**config.mk**
```make
export PLATFORM = sky130hd
export DESIGN_NAME = ripple_carry_adder
export DESIGN_NICKNAME = d
export VERILOG_FILES = /design/src/rtl/ripple_carry_adder.sv
export SDC_FILE = /design/constraint.sdc
export NUM_CORES = 1
export LEC_CHECK = 0
export BUFFER_PORTS_ARGS = -buffer_cell sky130_fd_sc_hd__buf_2
export CORE_AREA = 2 2 39 41
export DETAILED_ROUTE_END_ITERATION = 10
export DIE_AREA = 0 0 41 43
export PLACE_DENSITY = 0.71
export SYNTH_ARGS = -nofsm -noshare
export SYNTH_HDL_FRONTEND = slang
export SYNTH_SLANG_ARGS = --single-unit
```
**constraint.sdc**
```tcl
create_clock -name clk -period 11.1 [get_ports clk]
set_clock_uncertainty 0.2 [all_clocks]
set_input_delay 2.22 -clock clk [delete_from_list [all_inputs] [get_ports clk]]
set_output_delay 2.22 -clock clk [all_outputs]
set_load 0.02 [all_outputs]
```
**src/rtl/ripple_carry_adder.sv**
```systemverilog
// Structural N-bit ripple-carry adder with the {cout, sum} result registered.
// Define RCA_OVERFLOW_EN to add a registered two's-complement overflow flag (ovf).

// One gate-level full adder cell; p is the propagate term shared by sum and carry.
module rca_full_adder (
  input  logic a,
  input  logic b,
  input  logic ci,
  output logic s,
  output logic co
);
  logic p;
  logic g;
  logic t;

  xor u_xor_p  (p, a, b);
  xor u_xor_s  (s, p, ci);
  and u_and_g  (g, a, b);
  and u_and_t  (t, p, ci);
  or  u_or_co  (co, g, t);
endmodule

module ripple_carry_adder #(
  parameter int N = 8
) (
  input  logic         clk,
  input  logic         rst_n,
  input  logic [N-1:0] a,
  input  logic [N-1:0] b,
  input  logic         cin,
  output logic [N-1:0] sum,
  output logic         cout
`ifdef RCA_OVERFLOW_EN
  ,
  output logic         ovf
`endif
);
  logic [N:0]   carry;
  logic [N-1:0] sum_comb;

  assign carry[0] = cin;

  // carry[i+1] of each cell feeds the next, so the critical path is cin to carry[N]
  for (genvar i = 0; i < N; i++) begin : g_bit
    rca_full_adder u_fa (
      .a  (a[i]),
      .b  (b[i]),
      .ci (carry[i]),
      .s  (sum_comb[i]),
      .co (carry[i+1])
    );
  end

  always_ff @(posedge clk) begin
    if (!rst_n) begin
      sum  <= '0;
      cout <= 1'b0;
    end else begin
      sum  <= sum_comb;
      cout <= carry[N];
    end
  end

`ifdef RCA_OVERFLOW_EN
  // Signed overflow: carry into the sign bit disagrees with carry out of it
  always_ff @(posedge clk) begin
    if (!rst_n) begin
      ovf <= 1'b0;
    end else begin
      ovf <= carry[N] ^ carry[N-1];
    end
  end
`endif

endmodule

```
**Word-level counts from Yosys, hierarchy flattened**

Cells that the tools add are included.

- Register bits: 9
- Input bits: 19
- Output and inout port bits: 9
- Logic and storage cells: 42

- Bitwise logic cells: 40

Operators by type and width:

| kind | number |
|---|---|
| $and A1 B1 Y1 | 16 |
| $xor A1 B1 Y1 | 16 |
| $or A1 B1 Y1 | 8 |

**Logic depth before layout (Yosys ltp)**

- Depth in word-level cells: 17
- Gate-level depth with buffers: 12
- Mapped depth without buffers: 12

**Cells and area by module**

Synthesis repeated with hierarchy kept, for this count alone.

- Cells, all modules: 26
- Area, all modules: 396.6 µm²

By module, submodules not included:

| module | instances | cells an instance | area each (µm²) | sequential area each (µm²) |
|---|---|---|---|---|
| ripple_carry_adder | 1 | 18 | 236.5 | 180.2 |
| rca_full_adder | 8 | 1 | 20.0 | 0.0 |

**Least setup slack after synthesis**

Ideal clock, no wire load.

- Path kind: in2reg
- From: in a[0]
- To: reg sum[7]
- Library setup time: 0.057 ns
- Arrival: 5.373 ns
- Required time: 10.843 ns
- Setup slack: 5.470 ns
- Cell stages on the path: 12
- Cells stage by stage: inv_1 > fa_1 > inv_1 > fa_1 > fa_1 > fa_1 > fa_1 > fa_1 > fa_1 > inv_1 > fa_1 > and2b_2

- Word-level cells in the longest chain between the ends: 16
- Elaborated cells on any way between the ends: 17
- Classes of those cells: bitwise (17)

RTL lines:

| item | line | RTL |
|---|---|---|
| from (decl) | 28 | `input logic [N-1:0] a,` |
| $xor A1 B1 Y1 | 16 | `xor u_xor_p (p, a, b);` |
| $and A1 B1 Y1 | 19 | `and u_and_t (t, p, ci);` |
| $or A1 B1 Y1 * | 20 | `or u_or_co (co, g, t);` |
| $and A1 B1 Y1 * | 19 |  |
| $or A1 B1 Y1 * | 20 |  |
| $and A1 B1 Y1 * | 19 |  |
| $or A1 B1 Y1 * | 20 |  |
| $and A1 B1 Y1 * | 19 |  |
| $or A1 B1 Y1 * | 20 |  |
| $and A1 B1 Y1 * | 19 |  |
| $or A1 B1 Y1 * | 20 |  |
| $and A1 B1 Y1 * | 19 |  |
| $or A1 B1 Y1 * | 20 |  |
| $and A1 B1 Y1 * | 19 |  |
| $or A1 B1 Y1 * | 20 |  |
| $xor A1 B1 Y1 * | 17 | `xor u_xor_s (s, p, ci);` |
| to (signal assigned) | 59 | `sum <= sum_comb;` |
| to (decl) | 31 | `output logic [N-1:0] sum,` |

Mark *: on every way between the ends. The rest lies on a longest branch, timed or not.
A chain may end at the register's enable or synchronous reset.

**Worst setup path after layout**

Ends and elaborated chain as after synthesis.

==> summary.txt <==
Run status
  • Result of the run: complete, no violations

STA
  • Worst rel slew slack: 93.0%
  • Final-layout setup total negative slack: 0 ns
  • Final critical-path setup slack: 5.54 ns
  • Unrepaired setup endpoints after global routing: false
  • Fin crit share: ~50%
  • Min Tclk post-route: 5.56 ns
  • Max Clk Rate: roughly 180 MHz
  • Count of final hold-check violations: 0
  • Max-slew violations: 0
  • Final setup violation count: 0
  • Min Hold Slack: slightly above 2 ns
  • Worst slew pin tran: about 0.11 ns

Place
  • Minimum setup slack after placement: 5.27 ns
  • Placed instance count: 76
  • Post-placement cell area: around 590 um^2
  • Gpl congestion: 0.608
  • HPWL after detailed placement: 611 um
  • Input/output buffers: 27

Die
  • Initial standard-cell utilization of the core: a little under a third
  • Number of top-level pins: 28
  • Placeable Area: about 1400 um^2
  • Number of standard-cell rows in the floorplan: 14
  • DIE WIDTH: between 40 and 50 um
  • Die Ht: about 43 um
  • Die area: 1760 um^2

Pwr
  • Largest voltage drop on the vdd net: roughly 0.028 mV
  • Total power draw: 0.0816 mW
  • Power density over the cells: between 100 and 150 nW/um^2
  • Leakage: 0.331 nW

Setup path
  • Largest stage delay, worst path: between 0.3 and 0.4 ns
  • Critical path, cell by cell: buf_2 > inv_1 > fa_1 > inv_1 > fa_1 > fa_1 > fa_1 > fa_1 > fa_1 > fa_1 > inv_1 > fa_1 > and2b_2
  • Type of destination of the critical path: register
  • Data arrival time of the worst path: roughly 5.6 ns
  • Number of cells on the critical path: 13
  • Cell family with the largest share of critical-path delay: adder cells
  • Kind of start point of the critical path: input pin
  • Peak fanout along the critical path: 1
  • Combined buffer and inverter count along the critical path: 4
  • Most repeated library cell on the critical path: sky130_fd_sc_hd__fa_1
  • Required arrival time at the worst endpoint: 11.10 ns
  • Kind of critical path: input pin to register
  • Slowest CP cell: sky130_fd_sc_hd__fa_1
  • Crit path from: a[0]

Layout
  • Final std cells w/o fill: 80
  • Layout cells sized above 1: between 50% and 60%
  • Net total in the final layout: slightly above 90
  • Final Cell Area: 613 um^2
  • Area delta synth->final: 42.0%
  • Antenna Cells: 0
  • Utilization after layout: ~44%

CTS
  • Total number of clock tree sinks: 9
  • Post-CTS Setup Bufs: 0
  • Buffer depth of the longest clock path: 2
  • CTS clk-pin slew, worst paths: about 0.060 ns
  • Number of buffers created by CTS: 3
  • CTS H-Tree Depth: 1
  • Count of cells resized by post-cts repair: 0
  • Number of buffers inserted for hold repair after clock tree synthesis: 0
  • Clock root buffer: sky130_fd_sc_hd__clkbuf_4
  • TritonCTS clock tree: yes

Logic synthesis
  • Complex-gate fraction of the synthesized area: 0%
  • Register bit total from synthesis: 9
  • Mux share of post-synthesis cell area: 0%
  • Synthesized-area fraction occupied by and/or/nand/nor cells: about 15%
  • Yosys cell types: 6
  • Post-Synthesis Cells: 33
  • Adder-cell share of the synthesized area: a little under two fifths
  • Synth Net Count: 60
  • Portion of the post-synthesis area used by sequential elements: a little over two fifths
  • Xor/xnor share of the synthesized area: 0%
  • Mapped Avg Cell Area: around 13 um^2
  • Number of warnings issued by yosys: 0
  • Area of the mapped netlist: around 430 um^2
  • Dominant combinational cell family by area after synthesis: adder cells

Hold path
  • Worst hold start: rst_n
  • Path type of the worst min-delay path: input pin to register
  • Hold-critical path depth: 2

Routing
  • Mean routed wirelength per cell: 8.10 um
  • Remaining design rule violation count: 0
  • Vias: ~310
  • Aggregate routed wire length: 648 um
  • Drt via density: 3.91
  • Detailed Route Iter0 Violations: 1
  • Number of detailed-routing iterations run before antenna repair: 2
  • ANT nets after route: 0

Global route
  • Overall overflow remaining after global route: 0
  • Wire length of the first global-routing pass: around 1200 um
  • Via count of the first global-routing pass: between 300 and 400
  • Largest net degree at the start of global routing: 10
  • Overall routing resource usage: 10.1%
  • Antenna violations before repair: 0

Job
  • Max Cap Violations: 0
## routing by layer
layer	vias to the layer above	global-route usage (%)	share of wire, %	wire, um
met5	-	0	0	0
li1	153	-	-	-
met3	2	1.05	11	71
met2	15	17.2	57	371
met4	0	9.33	2.2	14
met1	143	9.46	29	189
## registers in the layout, indices dropped and copies added (netlist names)
name,cells
cout,1
sum,8
## cell usage in the layout (no fill, tap or decap), drive strengths merged
cell type  synthesis  routed
and2               6       6
and2b              3       3
inv                7       7
dfxtp              9       9
clkbuf             0       4
fa                 8       8
buf                0      27
## cells in the mapped netlist
library cell,count,area (um^2)
sky130_fd_sc_hd__and2_2,1,7.51
sky130_fd_sc_hd__dfxtp_1,9,180
sky130_fd_sc_hd__fa_1,8,160
sky130_fd_sc_hd__and2b_2,3,26.3
sky130_fd_sc_hd__inv_1,7,26.3
sky130_fd_sc_hd__and2_1,5,31.3
## kinds of logic after synthesis
logic type / Yosys count
flip-flops: 9
AND/OR/NAND/NOR: 9
adder cells (fa/ha/maj): 8
buffers and inverters: 7
## path summary, 6_finish.rpt
check | endpoint | slack (ns)
worst max-delay path | sum[7]$_SDFF_PN0_ | 5.54
worst min-delay path | sum[5]$_SDFF_PN0_ | 2.06
## where the power goes
part / internal [mW] / leakage, nW / switching [mW]
clock network: 0.0137 / 0.0150 / 0.00959
logic: 0.00981 / 0.241 / 0.0114
registers: 0.0363 / 0.0750 / 0.000721
## area by class of cell
type | count | area (um^2)
tap | 16 | 20.0
multi-input combinational | 17 | 225
fill | 134 | 771
sequential | 9 | 180
timing repair buffer | 27 | 135
inverter | 7 | 26.3
clock buffer | 4 | 26.3
Note: power is estimated with default switching activity, not from simulation.
